`src/rtl/eng_ctrl_sched.sv`:
```
// eng_ctrl_sched: sequencing controller for the encode engine pipeline.
// Flushes the engine, strobes the BMU select / AND-mask / global config
// registers, runs the engine under outbuf back-pressure, counts packets in
// and out until the stripe length is reached, drains the pipeline and
// pulses done. A one-cycle ABORT state kills a stripe at any point.
//
// Ports:
//   clk, rst                 clock, asynchronous active-high reset
//   start, abort, num_pkts   host stripe control
//   cfg_valid                host configuration data ready
//   eng_data_used, eng_pl_empty, eng_outbuf_wr_req   engine status
//   outbuf_eng_wr_ack, outbuf_eng_full               outbuf status
//   cntrl_eng_calc_en        engine advance enable (combinational stall)
//   eng_rstn                 engine flush, active low
//   bmu_bm_mux_sel_reg_wr, and_mask_mask_reg_wr, global_reg_wr_en  config strobes
//   busy, done, aborted, overrun                      status
//   pkts_in_cnt, pkts_out_cnt                         packet counters
module eng_ctrl_sched #(
    parameter int unsigned PKT_CNT_W    = 16,
    parameter int unsigned ENG_PL_DEPTH = 2
) (
    input  logic                 clk,
    input  logic                 rst,
    input  logic                 start,
    input  logic                 abort,
    input  logic [PKT_CNT_W-1:0] num_pkts,
    input  logic                 cfg_valid,
    input  logic                 eng_data_used,
    input  logic                 eng_pl_empty,
    input  logic                 eng_outbuf_wr_req,
    input  logic                 outbuf_eng_wr_ack,
    input  logic                 outbuf_eng_full,
    output logic                 cntrl_eng_calc_en,
    output logic                 eng_rstn,
    output logic                 bmu_bm_mux_sel_reg_wr,
    output logic                 and_mask_mask_reg_wr,
    output logic                 global_reg_wr_en,
    output logic                 busy,
    output logic                 done,
    output logic                 aborted,
    output logic                 overrun,
    output logic [PKT_CNT_W-1:0] pkts_in_cnt,
    output logic [PKT_CNT_W-1:0] pkts_out_cnt
);

    localparam logic [PKT_CNT_W-1:0] CNT_MAX = '1;
    localparam logic [PKT_CNT_W-1:0] CNT_ONE = PKT_CNT_W'(1);

    typedef enum logic [2:0] {
        S_IDLE,
        S_FLUSH,
        S_CFG_WAIT,
        S_CFG_WR,
        S_RUN,
        S_DRAIN,
        S_DONE,
        S_ABORT
    } state_e;

    state_e                 state_q, state_d;
    logic [PKT_CNT_W-1:0]   num_pkts_q, num_pkts_d;
    logic [PKT_CNT_W-1:0]   pkts_in_cnt_q, pkts_in_cnt_d;
    logic [PKT_CNT_W-1:0]   pkts_out_cnt_q, pkts_out_cnt_d;
    logic                   aborted_q, aborted_d;
    logic                   overrun_q, overrun_d;
    logic                   eng_rstn_q, eng_rstn_d;
    logic                   cfg_wr_q, cfg_wr_d;
    logic                   busy_q, busy_d;
    logic                   done_q, done_d;

    logic                   start_ok;
    logic                   abort_ok;
    logic                   wr_done;

    // Pipeline depth only shapes the end-of-stripe latency; no logic depends on it.
    logic unused_pl_depth;
    assign unused_pl_depth = (ENG_PL_DEPTH != 0);

    assign start_ok = start && (state_q == S_IDLE);
    // A repeated abort while already in ABORT is absorbed so ABORT stays one cycle.
    assign abort_ok = abort && (state_q != S_IDLE) && (state_q != S_DONE)
                      && (state_q != S_ABORT);
    assign wr_done  = eng_outbuf_wr_req && outbuf_eng_wr_ack;

    // Zero-cycle stall path: the engine stops in the same cycle the outbuf fills.
    assign cntrl_eng_calc_en = ((state_q == S_RUN) || (state_q == S_DRAIN)) && !outbuf_eng_full;

    // State register and all registered outputs.
    always_ff @(posedge clk or posedge rst) begin
        if (rst) begin
            state_q        <= S_IDLE;
            num_pkts_q     <= '0;
            pkts_in_cnt_q  <= '0;
            pkts_out_cnt_q <= '0;
            aborted_q      <= 1'b0;
            overrun_q      <= 1'b0;
            eng_rstn_q     <= 1'b1;
            cfg_wr_q       <= 1'b0;
            busy_q         <= 1'b0;
            done_q         <= 1'b0;
        end else begin
            state_q        <= state_d;
            num_pkts_q     <= num_pkts_d;
            pkts_in_cnt_q  <= pkts_in_cnt_d;
            pkts_out_cnt_q <= pkts_out_cnt_d;
            aborted_q      <= aborted_d;
            overrun_q      <= overrun_d;
            eng_rstn_q     <= eng_rstn_d;
            cfg_wr_q       <= cfg_wr_d;
            busy_q         <= busy_d;
            done_q         <= done_d;
        end
    end

    // Next-state, counters, sticky flags and next-cycle output decode.
    always_comb begin
        state_d        = state_q;
        num_pkts_d     = num_pkts_q;
        pkts_in_cnt_d  = pkts_in_cnt_q;
        pkts_out_cnt_d = pkts_out_cnt_q;
        aborted_d      = aborted_q;
        overrun_d      = overrun_q;

        case (state_q)
            S_IDLE: begin
                if (start) begin
                    state_d = (num_pkts == '0) ? S_DONE : S_FLUSH;
                end
            end
            S_FLUSH:    state_d = S_CFG_WAIT;
            S_CFG_WAIT: begin
                if (cfg_valid) begin
                    state_d = S_CFG_WR;
                end
            end
            S_CFG_WR:   state_d = S_RUN;
            S_RUN: begin
                if (eng_data_used && (pkts_in_cnt_q == (num_pkts_q - CNT_ONE))) begin
                    state_d = S_DRAIN;
                end
            end
            S_DRAIN: begin
                if ((pkts_out_cnt_q == num_pkts_q) && eng_pl_empty) begin
                    state_d = S_DONE;
                end
            end
            S_DONE:     state_d = S_IDLE;
            S_ABORT:    state_d = S_IDLE;
            default:    state_d = S_IDLE;
        endcase

        if (abort_ok) begin
            state_d   = S_ABORT;
            aborted_d = 1'b1;
        end

        // Counters freeze on the abort cycle and saturate at all-ones.
        if (!abort_ok) begin
            if ((state_q == S_RUN) && eng_data_used && (pkts_in_cnt_q != CNT_MAX)) begin
                pkts_in_cnt_d = pkts_in_cnt_q + CNT_ONE;
            end
            if (((state_q == S_RUN) || (state_q == S_DRAIN)) && wr_done
                && (pkts_out_cnt_q != CNT_MAX)) begin
                pkts_out_cnt_d = pkts_out_cnt_q + CNT_ONE;
            end
        end

        // Data consumed after the stripe is complete is flagged, not counted.
        if ((state_q == S_DRAIN) && eng_data_used) begin
            overrun_d = 1'b1;
        end

        if (start_ok) begin
            num_pkts_d     = num_pkts;
            pkts_in_cnt_d  = '0;
            pkts_out_cnt_d = '0;
            aborted_d      = 1'b0;
            overrun_d      = 1'b0;
        end

        eng_rstn_d = !((state_d == S_FLUSH) || (state_d == S_ABORT));
        cfg_wr_d   = (state_d == S_CFG_WR);
        busy_d     = (state_d != S_IDLE);
        done_d     = (state_d == S_DONE);
    end

    assign eng_rstn              = eng_rstn_q;
    assign bmu_bm_mux_sel_reg_wr = cfg_wr_q;
    assign and_mask_mask_reg_wr  = cfg_wr_q;
    assign global_reg_wr_en      = cfg_wr_q;
    assign busy                  = busy_q;
    assign done                  = done_q;
    assign aborted               = aborted_q;
    assign overrun               = overrun_q;
    assign pkts_in_cnt           = pkts_in_cnt_q;
    assign pkts_out_cnt          = pkts_out_cnt_q;

endmodule
```
`config.mk`:
```
export PLATFORM = sky130hd
export DESIGN_NAME = eng_ctrl_sched
export DESIGN_NICKNAME = d
export VERILOG_FILES = /design/src/rtl/eng_ctrl_sched.sv
export SDC_FILE = /design/constraint.sdc
export NUM_CORES = 1
export LEC_CHECK = 0
export BUFFER_PORTS_ARGS = -buffer_cell sky130_fd_sc_hd__buf_2
export CORE_MARGIN = 2
export CORE_UTILIZATION = 50
export CTS_BUF_LIST = sky130_fd_sc_hd__clkbuf_4
export CTS_CLUSTER_DIAMETER = 200
export DETAILED_ROUTE_END_ITERATION = 7
export PLACE_DENSITY = 0.75
export SLEW_MARGIN = 25
export SYNTH_ARGS = -nofsm -noshare
export SYNTH_HDL_FRONTEND = slang
export SYNTH_SLANG_ARGS = --single-unit
```
`constraint.sdc`:
```
create_clock -name clk -period 2.6 [get_ports clk]
set_input_delay 0.13 -clock clk [delete_from_list [all_inputs] [get_ports clk]]
set_output_delay 0.13 -clock clk [all_outputs]
set_load 0.03 [all_outputs]
```
==> flow_summary.ini, run 1 <==
[job]
cap_violations = 0

[clock_network]
htreeDepth = 3
cts_resized = 0
clk_pin_slew_ps = 100
numCtsBuffers = 9
cts_tree = yes
clock_sinks = 57
cts_root_buf = clkbuf_4
clock_latency_ps = 410
clk_path_buf_depth = 2

[layout]
utilization_pct = 61.5
fin_cells = 576
fillerInstances = 589
n_antenna_cell = 0
nets = 504
syn_to_final_growth_pct = 19.3
drive_above_1_share_pct = 21.0

[yosys]
netlist_top_cells_area = dfrtp_1 (40%), xnor2_1 (10%), nand2_1 (7.2%), xor2_1 (6.8%), nor2_1 (4.8%)
syn-num-nets = 425
yosys_warnings = 0
synth_cells = 396
ys_seq_area_share_pct = 40.8
synth.distinct_cells = 51
synth_area_per_cell_um2 = 8.84
synth.top_cell.area_share_pct = 40.0
yosysTopAreaCell = dfrtp_1
ys_ff_latch = 57
syn_area_um2 = 3500

[global_route]
antenna_found_initial = 0
grt_pass1_wl_um = 14500
grt_usage_pct = 24.5
overflow = 0
first_global_vias = 3015
grt_max_degree = 58

[die]
die_w_um = 87.7
io-pin-count = 67
core_um2 = 6790
die_h_um = 87.7
rows = 30
initial_core_util_pct = 51.5
die_area_um2 = 7690

[placed_design]
dpl.cell_count = 542
hpwl_um = 6530
io_buffers = 66
place_congestion = 0.850

[setup_path]
path_class = reg2reg
crit_path_max_incr_delay_ps = 580
worstPathRequired_ps = 2880
path_buf_inv = 0
cp-end-kind = register
worstPathMaxFanout = 17
cpLargestDelayFamily = simple AND/OR/NAND/NOR gates
path_depth = 6
slowest_stage = or3_1
cp.arrival_ps = 2490
rr_worst_depth = 6
path_cells = nand2b_1 -> or3_1 -> o21ai_1 -> nand4_1 -> xor2_1 -> nor2_1
cp-start-kind = register

[sta]
maxSlewHeadroom_pct = 52.4
worst_pin_slew_ps = 714
fin_crit_sh_pct = 84.9
fin_tns_setup_ps = 0
setup_viol = 0
fmax_mhz = 453
fin_skew_ps = 11.8
period_needed_ps = 2210
hold_viol = 0
rsz0062_at_grt = false
timing.final.max_slew_violations = 0

[power]
p_total_w = 0.00366
leakage_nw = 1.93
powerDensity_nw_per_um2 = 875
peakVddDrop_mv = 0.445

[route]
dr.pass1.iters = 4
first_iter_violations = 193
avgRoutedWirePerCell_um = 15.4
via_count = 3126
wirelength_um = 8900
drc = 0
vias_per_cell = 5.43
ant_nets = 0

[status]
outcome = finished clean

[worst_hold_path]
hold_depth = 3
hp-class = in2reg
cell usage after synthesis (all sizes together):
cell / instances
nand2: 67
dfrtp: 56
nor2: 45
xnor2: 40
xor2: 27
nand4: 21
a21oi: 14
nand3: 13
clkbuf: 12
o21ai: 12
nor3: 11
nor4: 11
inv: 8
and3: 7
buf: 7
or3: 6
nand2b: 4
and4: 3
ha: 3
nor3b: 3
a31oi: 2
and2: 2
mux2i: 2
nand3b: 2
nand4b: 2
o31ai: 2
a211o: 1
a21boi: 1
a21o: 1
a41oi: 1
dfstp: 1
nor2b: 1
nor4b: 1
o211ai: 1
o21ba: 1
o2bb2ai: 1
o311ai: 1
o41ai: 1
or4: 1
or4b: 1
cell type report:
class | instances | area, um2 | area share (%)
Clock buffer | 12 | 90.1 | 2.16
Clock inverter | 4 | 43.8 | 1.05
Inverter | 8 | 30.0 | 0.719
Multi-Input combinational cell | 312 | 1930 | 46.3
Sequential cell | 57 | 1430 | 34.2
Tap cell | 96 | 120 | 2.88
Timing Repair Buffer | 87 | 533 | 12.8
path summary, 6_finish.rpt:
path	slack (ps)	end	from
setup / recovery	390	pkts_out_cnt[15]	state_q[1]
hold / removal	60	aborted	abort
setup reg to reg	390	pkts_out_cnt[15]	state_q[1]
hold reg to reg	500	aborted	aborted
max in group asynchronous	1660	num_pkts_q[3]	rst
min in group asynchronous	460	state_q[2]	rst
power by group:
group / internal, W / switching [W]
Clock: 0.000320 / 0.000324
Sequential: 0.00110 / 0.000443
Combinational: 0.000644 / 0.000823
Total: 0.00207 / 0.00159
tightest hold or removal path: stages:
cell	delay (ps)
buf_2	150
a21oi_1	80
nor2_1	80
state kept, by name, summed over array words and instances (netlist names):
register / flops
pkts_in_cnt: 16
busy: 1
done: 1
and_mask_mask_reg_wr: 1
pkts_out_cnt: 16
aborted: 1
eng_rstn: 1
state_q: 3
overrun: 1
num_pkts_q: 16
placed cells by master, fill, tap and decap left out, types with 3 or more instances in the layout:
master	n
nand2_1	67
buf_2	66
dfrtp_1	56
nor2_1	45
xnor2_1	40
xor2_1	27
nand4_1	21
dlygate4sd3_1	18
nand3_1	13
clkbuf_4	12
a21oi_1	11
o21ai_0	10
nor4_1	10
nor3_1	9
inv_1	7
or3_1	6
and3_1	6
nand2b_1	4
and4_1	3
ha_1	3
buf_4	3
metal layers:
metal  vias to the layer above  global-route usage (%)  wire length [um]
met5                         -                       0                 0
met4                         0                    10.3               219
met3                        22                    4.05               444
met2                       105                    38.8              4180
met1                      1484                    33.4              4050
li1                       1515                       -                 -
logic make-up (layout without fill, tap and decap cells):
logic type / Yosys count / after routing / synth area share, %
flops: 57 / 57 / 40.8
simple gates: 201 / 201 / 28.9
mux: 2 / 2 / 0.572
compound gates: 39 / 39 / 7.79
xor+xnor: 67 / 67 / 16.8
buf+inv: 27 / 111 / 4.18
fa+ha+maj: 3 / 3 / 1.07
what timing repair did:
action                    in CTS  in global routing
hold endpoints to repair      73                  0
setup buffers                  0                  0
hold buffers                  18                  0
metrics by stage:
step	area [um2]	hold slack (ps)	setup WS [ps]
2_1_floorplan	3500	235	591
3_3_place_gp	3860	340	470
5_1_grt	4180	69.0	172
3_5_place_dp	3860	347	426
4_1_cts	4180	44.9	399
6_report	4180	63.9	393
(Power assumes the default switching activity.)
==> run 2: changes to the inputs <==
--- a/config.mk
+++ b/config.mk
@@ -11,7 +11,7 @@
 export CTS_BUF_LIST = sky130_fd_sc_hd__clkbuf_4
 export CTS_CLUSTER_DIAMETER = 200
 export DETAILED_ROUTE_END_ITERATION = 7
-export PLACE_DENSITY = 0.75
+export PLACE_DENSITY = 0.78
 export SLEW_MARGIN = 25
 export SYNTH_ARGS = -nofsm -noshare
 export SYNTH_HDL_FRONTEND = slang
==> constraint.sdc (replaced) <==
create_clock -name clk -period 2 [get_ports clk]
set_input_delay 0.1 -clock clk [delete_from_list [all_inputs] [get_ports clk]]
set_output_delay 0.1 -clock clk [all_outputs]
set_load 0.03 [all_outputs]
==> run 2 against run 1 <==
Net effect:
- the flow now finishes with violations (setup timing)
- highest routed layer unchanged
- setup slack got worse by 420 ps
- die area did not move
- via count grew 9.6%
- routed wire length is 10% higher
- cell area is 8.7% higher
- count of clock-buffer cells in the layout is 1 lower
- sequential power is 18% higher
- non-clock buffer count increased by 39
==> flow_summary.ini, run 2 (same netlist as run 1, synthesis figures left out) <==
[power]
leakage_nw = 2.13
p_seq_share_pct = 35.2
intPower_w = 0.00298
share_comb_of_total_power_pct = 49.3
clockPowerShare_pct = 15.5
powerDensity_nw_per_um2 = 1150
p_sw_w = 0.00223
peakVddDrop_mv = 0.655
power.share.switching_pct = 42.8

[setup_path]
cp-end-kind = register
cp-endpoint = state_q[0]
rr_worst_depth = 8
rr_startpoint = num_pkts_q[1]
worstPathMaxFanout = 3
path_class = reg2reg
cp-start-kind = register
r2r-end = state_q[0]
crit_path_start = num_pkts_q[1]
worstPathRequired_ps = 2310
r2r_setup_slack_ps = -30
cp.arrival_ps = 2340

[route]
via_count = 3425
drc = 0
wirelength_um = 9810
avgRoutedWirePerCell_um = 16.0
dr.pass1.iters = 5
first_iter_violations = 385
vias_per_cell = 5.57
ant_nets = 0

[placed_design]
hpwl_um = 7100
pre_cts_ws_ps = -46.8
dpl.cell_count = 581
io_buffers = 66
dpl-instance-area_um2 = 4170
place_congestion = 0.937

[sta]
fin_crit_sh_pct = 101
whs_ps = 40.0
maxSlewHeadroom_pct = 73.7
hold_viol = 0
fmax_mhz = 493
worst_pin_slew_ps = 391
setup_slack_ps = -26.7
period_needed_ps = 2030
fin_skew_ps = 16.9
rsz0062_at_grt = true
timing.final.max_slew_violations = 0
setup_viol = 1

[clock_network]
cts_root_buf = clkbuf_4
htreeDepth = 3
clk_path_buf_depth = 2
numCtsBuffers = 9
clock_sinks = 57
clk_pin_slew_ps = 100
clock_latency_ps = 390
cts_tree = yes

[die]
core_um2 = 6790
die_h_um = 87.7
initial_core_util_pct = 51.5
rows = 30
die_area_um2 = 7690
die_w_um = 87.7
io-pin-count = 67

[layout]
syn_to_final_growth_pct = 29.7
fillerInstances = 531
final_area_um2 = 4540
fin_cells = 615
n_antenna_cell = 0
nets = 543
mostFrequentLayoutCell = nand2_1
seq_area_um2 = 1430
layout_common_cells = nand2_1 (67), buf_2 (66), dfrtp_1 (54), nor2_1 (44), buf_4 (42)
multiInputGateArea_um2 = 2000
drive_above_1_share_pct = 29.7

[global_route]
grt_max_degree = 58
first_global_vias = 3260
grt_usage_pct = 26.5
overflow = 0
antenna_found_initial = 0
grt_pass1_wl_um = 15800

[status]
outcome = complete, but fails checks
violations = setup timing

[worst_hold_path]
hp-class = in2reg

[job]
cap_violations = 0
-- run 2: worst min-delay path by stage --
stage          slack [ps]    startpoint              endpoint  cells after the start
2_1_floorplan         210  num_pkts[10]        num_pkts_q[10]                      2
3_3_place_gp          180           rst  and_mask_mask_reg_wr                      3
3_5_place_dp          180           rst  and_mask_mask_reg_wr                      3
4_1_cts                10   num_pkts[1]         num_pkts_q[1]                      3
5_1_grt                50   num_pkts[1]         num_pkts_q[1]                      3
6_report               40   num_pkts[1]         num_pkts_q[1]                      3
-- run 2: power groups by stage --
stage,sequential (W),clock [W],combinational [W]
floorplan,0.00191,0,0.00155
global placement,0.00182,0,0.00236
detailed placement,0.00183,0,0.00242
CTS,0.00181,0.000822,0.00249
global route,0.00186,0.000883,0.00280
finish,0.00183,0.000808,0.00257
-- run 2: stage by stage --
stage	total power, W	TNS, ps	util, %
after global routing	0.00554	-125	66.9
after detailed placement	0.00425	-46.8	61.4
after global placement	0.00418	0	61.4
after CTS	0.00512	-49.1	66.1
final	0.00521	-26.7	66.9
after floorplan	0.00346	0	-
-- run 2: area by class of cell --
| class | count | share of cell area (%) |
|---|---|---|
| sequential | 57 | 31.5 |
| clock inverter | 5 | 1.02 |
| timing repair buffer | 126 | 18.4 |
| multi-input combinational | 312 | 44.0 |
| tap | 96 | 2.64 |
| inverter | 8 | 0.661 |
| clock buffer | 11 | 1.82 |
-- run 2: repair_timing --
item                                    CTS  global route
buffers inserted                          1             0
gates resized for setup                   3            11
hold buffers                             17             0
hold endpoints to repair                 72             0
pin swaps                                 5             3
endpoints found under the setup margin    1            14
-- run 2: routing by layer --
metal | vias up | track usage [%] | wire length [um]
met1 | 1630 | 35.7 | 4260
li1 | 1601 | - | -
met2 | 161 | 42.6 | 4560
met5 | - | 0 | 0
met3 | 33 | 4.62 | 707
met4 | 0 | 10.3 | 282
-- run 2: critical path, stage by stage (launching register included) --
cell,delay (ps)
dfrtp_1,400
inv_1,80
ha_2,180
or4b_4,490
nor3_4,210
and2_4,200
xnor2_2,100
nand4_1,110
o31ai_2,180
==> run 3: changes to the inputs <==
--- a/config.mk
+++ b/config.mk
@@ -6,6 +6,8 @@
 export NUM_CORES = 1
 export LEC_CHECK = 0
 export BUFFER_PORTS_ARGS = -buffer_cell sky130_fd_sc_hd__buf_2
+export CAP_MARGIN = 25
+export CORE_ASPECT_RATIO = 1.5
 export CORE_MARGIN = 2
 export CORE_UTILIZATION = 50
 export CTS_BUF_LIST = sky130_fd_sc_hd__clkbuf_4
==> run 3 against run 2 <==
Net effect:
- the run now ends clean
- combinational power is essentially flat
- flip-flop and latch count is the same
- power shrank 1.7%
- count of clock-buffer cells in the layout shrank 1
- critical endpoint unchanged
- largest power group unchanged
==> flow_summary.ini, run 3 (same netlist as run 1, synthesis figures left out) <==
[status]
outcome = finished clean

[sta]
rsz0062_at_grt = true
hold_viol = 0
worst_pin_slew_ps = 593
fin_crit_sh_pct = 97.5
timing.final.max_slew_violations = 0
fmax_mhz = 513
setup_viol = 0
setup_slack_ps = 50.8
fin_skew_ps = 13.2
period_needed_ps = 1950
maxSlewHeadroom_pct = 60.4

[die]
die_area_um2 = 7700
die_w_um = 72.3
core_um2 = 6810
initial_core_util_pct = 51.5
die_h_um = 107
io-pin-count = 67
rows = 37

[global_route]
overflow = 0
antenna_found_initial = 0
first_global_vias = 3265
grt_usage_pct = 27.5
grt_max_degree = 32
grt_pass1_wl_um = 15900

[route]
dr.pass1.iters = 7
via_count = 3375
vias_per_cell = 5.63
wirelength_um = 10100
drc = 0
avgRoutedWirePerCell_um = 16.9
first_iter_violations = 184
ant_nets = 0

[layout]
layout_common_cells = nand2_1 (66), buf_2 (66), dfrtp_1 (54), nor2_1 (44), buf_4 (42)
fillerInstances = 591
n_antenna_cell = 0
nets = 545
drive_above_1_share_pct = 29.2
final_area_um2 = 4500
syn_to_final_growth_pct = 28.4

[worst_hold_path]
hp-class = in2reg
hold_depth = 5

[setup_path]
cp-start-kind = register
rr_worst_depth = 8
slowest_stage = or4b_4
crit_path_max_incr_delay_ps = 480
path_depth = 8
path_cells = inv_2 -> ha_4 -> or4b_4 -> nor3_4 -> and2_1 -> xnor2_1 -> nand4_1 -> o31ai_2
worstPathRequired_ps = 2350
path_buf_inv = 1
worstPathMaxFanout = 3
cp-end-kind = register
path_class = reg2reg
cpLargestDelayFamily = simple AND/OR/NAND/NOR gates
cp.arrival_ps = 2300

[placed_design]
dpl-instance-area_um2 = 4140
pre_cts_ws_ps = -34.1
hpwl_um = 7500
place_congestion = 0.984
io_buffers = 66

[clock_network]
clock_sinks = 57
numCtsBuffers = 9
cts_root_buf = clkbuf_4
clock_latency_ps = 440
htreeDepth = 3
clk_pin_slew_ps = 100
clk_path_buf_depth = 2
cts_tree = yes

[power]
powerDensity_nw_per_um2 = 1140
leakage_nw = 2.12
peakVddDrop_mv = 0.629

[job]
cap_violations = 0
## run 3: changes by cell type in the layout (fill, tap and decap cells not counted), sizes merged
cell / change
bufinv: -1
dlygate4sd3: +2
clkbuf: -1
clkinv: +2
## run 3: power by group
| part | switching, W | internal (W) |
|---|---|---|
| clock network | 0.000453 | 0.000248 |
| registers | 0.000394 | 0.00144 |
| logic | 0.00143 | 0.00116 |
## run 3: layout make-up
cell class / count / area (um2) / share of cell area, %
Multi-Input combinational cell: 312 / 1980 / 44.1
Sequential cell: 57 / 1430 / 31.8
Timing Repair Buffer: 128 / 856 / 19.0
Tap cell: 78 / 97.6 / 2.17
Clock buffer: 10 / 75.1 / 1.67
Inverter: 8 / 30.0 / 0.668
Clock inverter: 6 / 25.0 / 0.556
## run 3: timing repair
action,CTS,global route
endpoints found under the hold margin,44,0
resized for setup,6,8
setup buffers,2,0
setup endpoints to repair,1,17
cloned,0,0
hold buffers,19,0
pin swaps,5,2
## run 3: through the flow
step | hold WS (ps) | utilization [%] | instances | power [W] | setup TNS, ps
2_1_floorplan | 205 | - | 396 | 0.00346 | 0
3_3_place_gp | 187 | 60.8 | 562 | 0.00421 | -23.9
3_5_place_dp | 200 | 60.8 | 562 | 0.00428 | -34.1
4_1_cts | 40.4 | 65.6 | 599 | 0.00507 | 0
5_1_grt | 88.1 | 66.1 | 599 | 0.00543 | -28.3
6_report | 67.2 | 66.1 | 599 | 0.00512 | 0
## run 3: layer usage
metal / vias to the layer above / global-route usage (%) / wire (um) / share of wire [%]
met1: 1639 / 30.4 / 3810 / 38
met2: 107 / 47.4 / 5370 / 53
met4: 0 / 19.8 / 444 / 4.4
met5: - / 0 / 0 / 0
li1: 1598 / - / - / -
met3: 31 / 3.32 / 481 / 4.8
## run 3: path summary, 6_finish.rpt
check | startpoint | to | slack [ps]
max | num_pkts_q[1] | state_q[0] | 50
min | eng_pl_empty | done | 70
max reg2reg | num_pkts_q[1] | state_q[0] | 50
min reg2reg | aborted | aborted | 510
max in group asynchronous | rst | pkts_in_cnt[4] | 1140
min in group asynchronous | rst | pkts_out_cnt[3] | 270
## run 3: tightest hold or removal path: stages
cell	delay, ps
buf_2	100
nand2_1	40
inv_1	50
nand4_1	110
a21oi_1	70
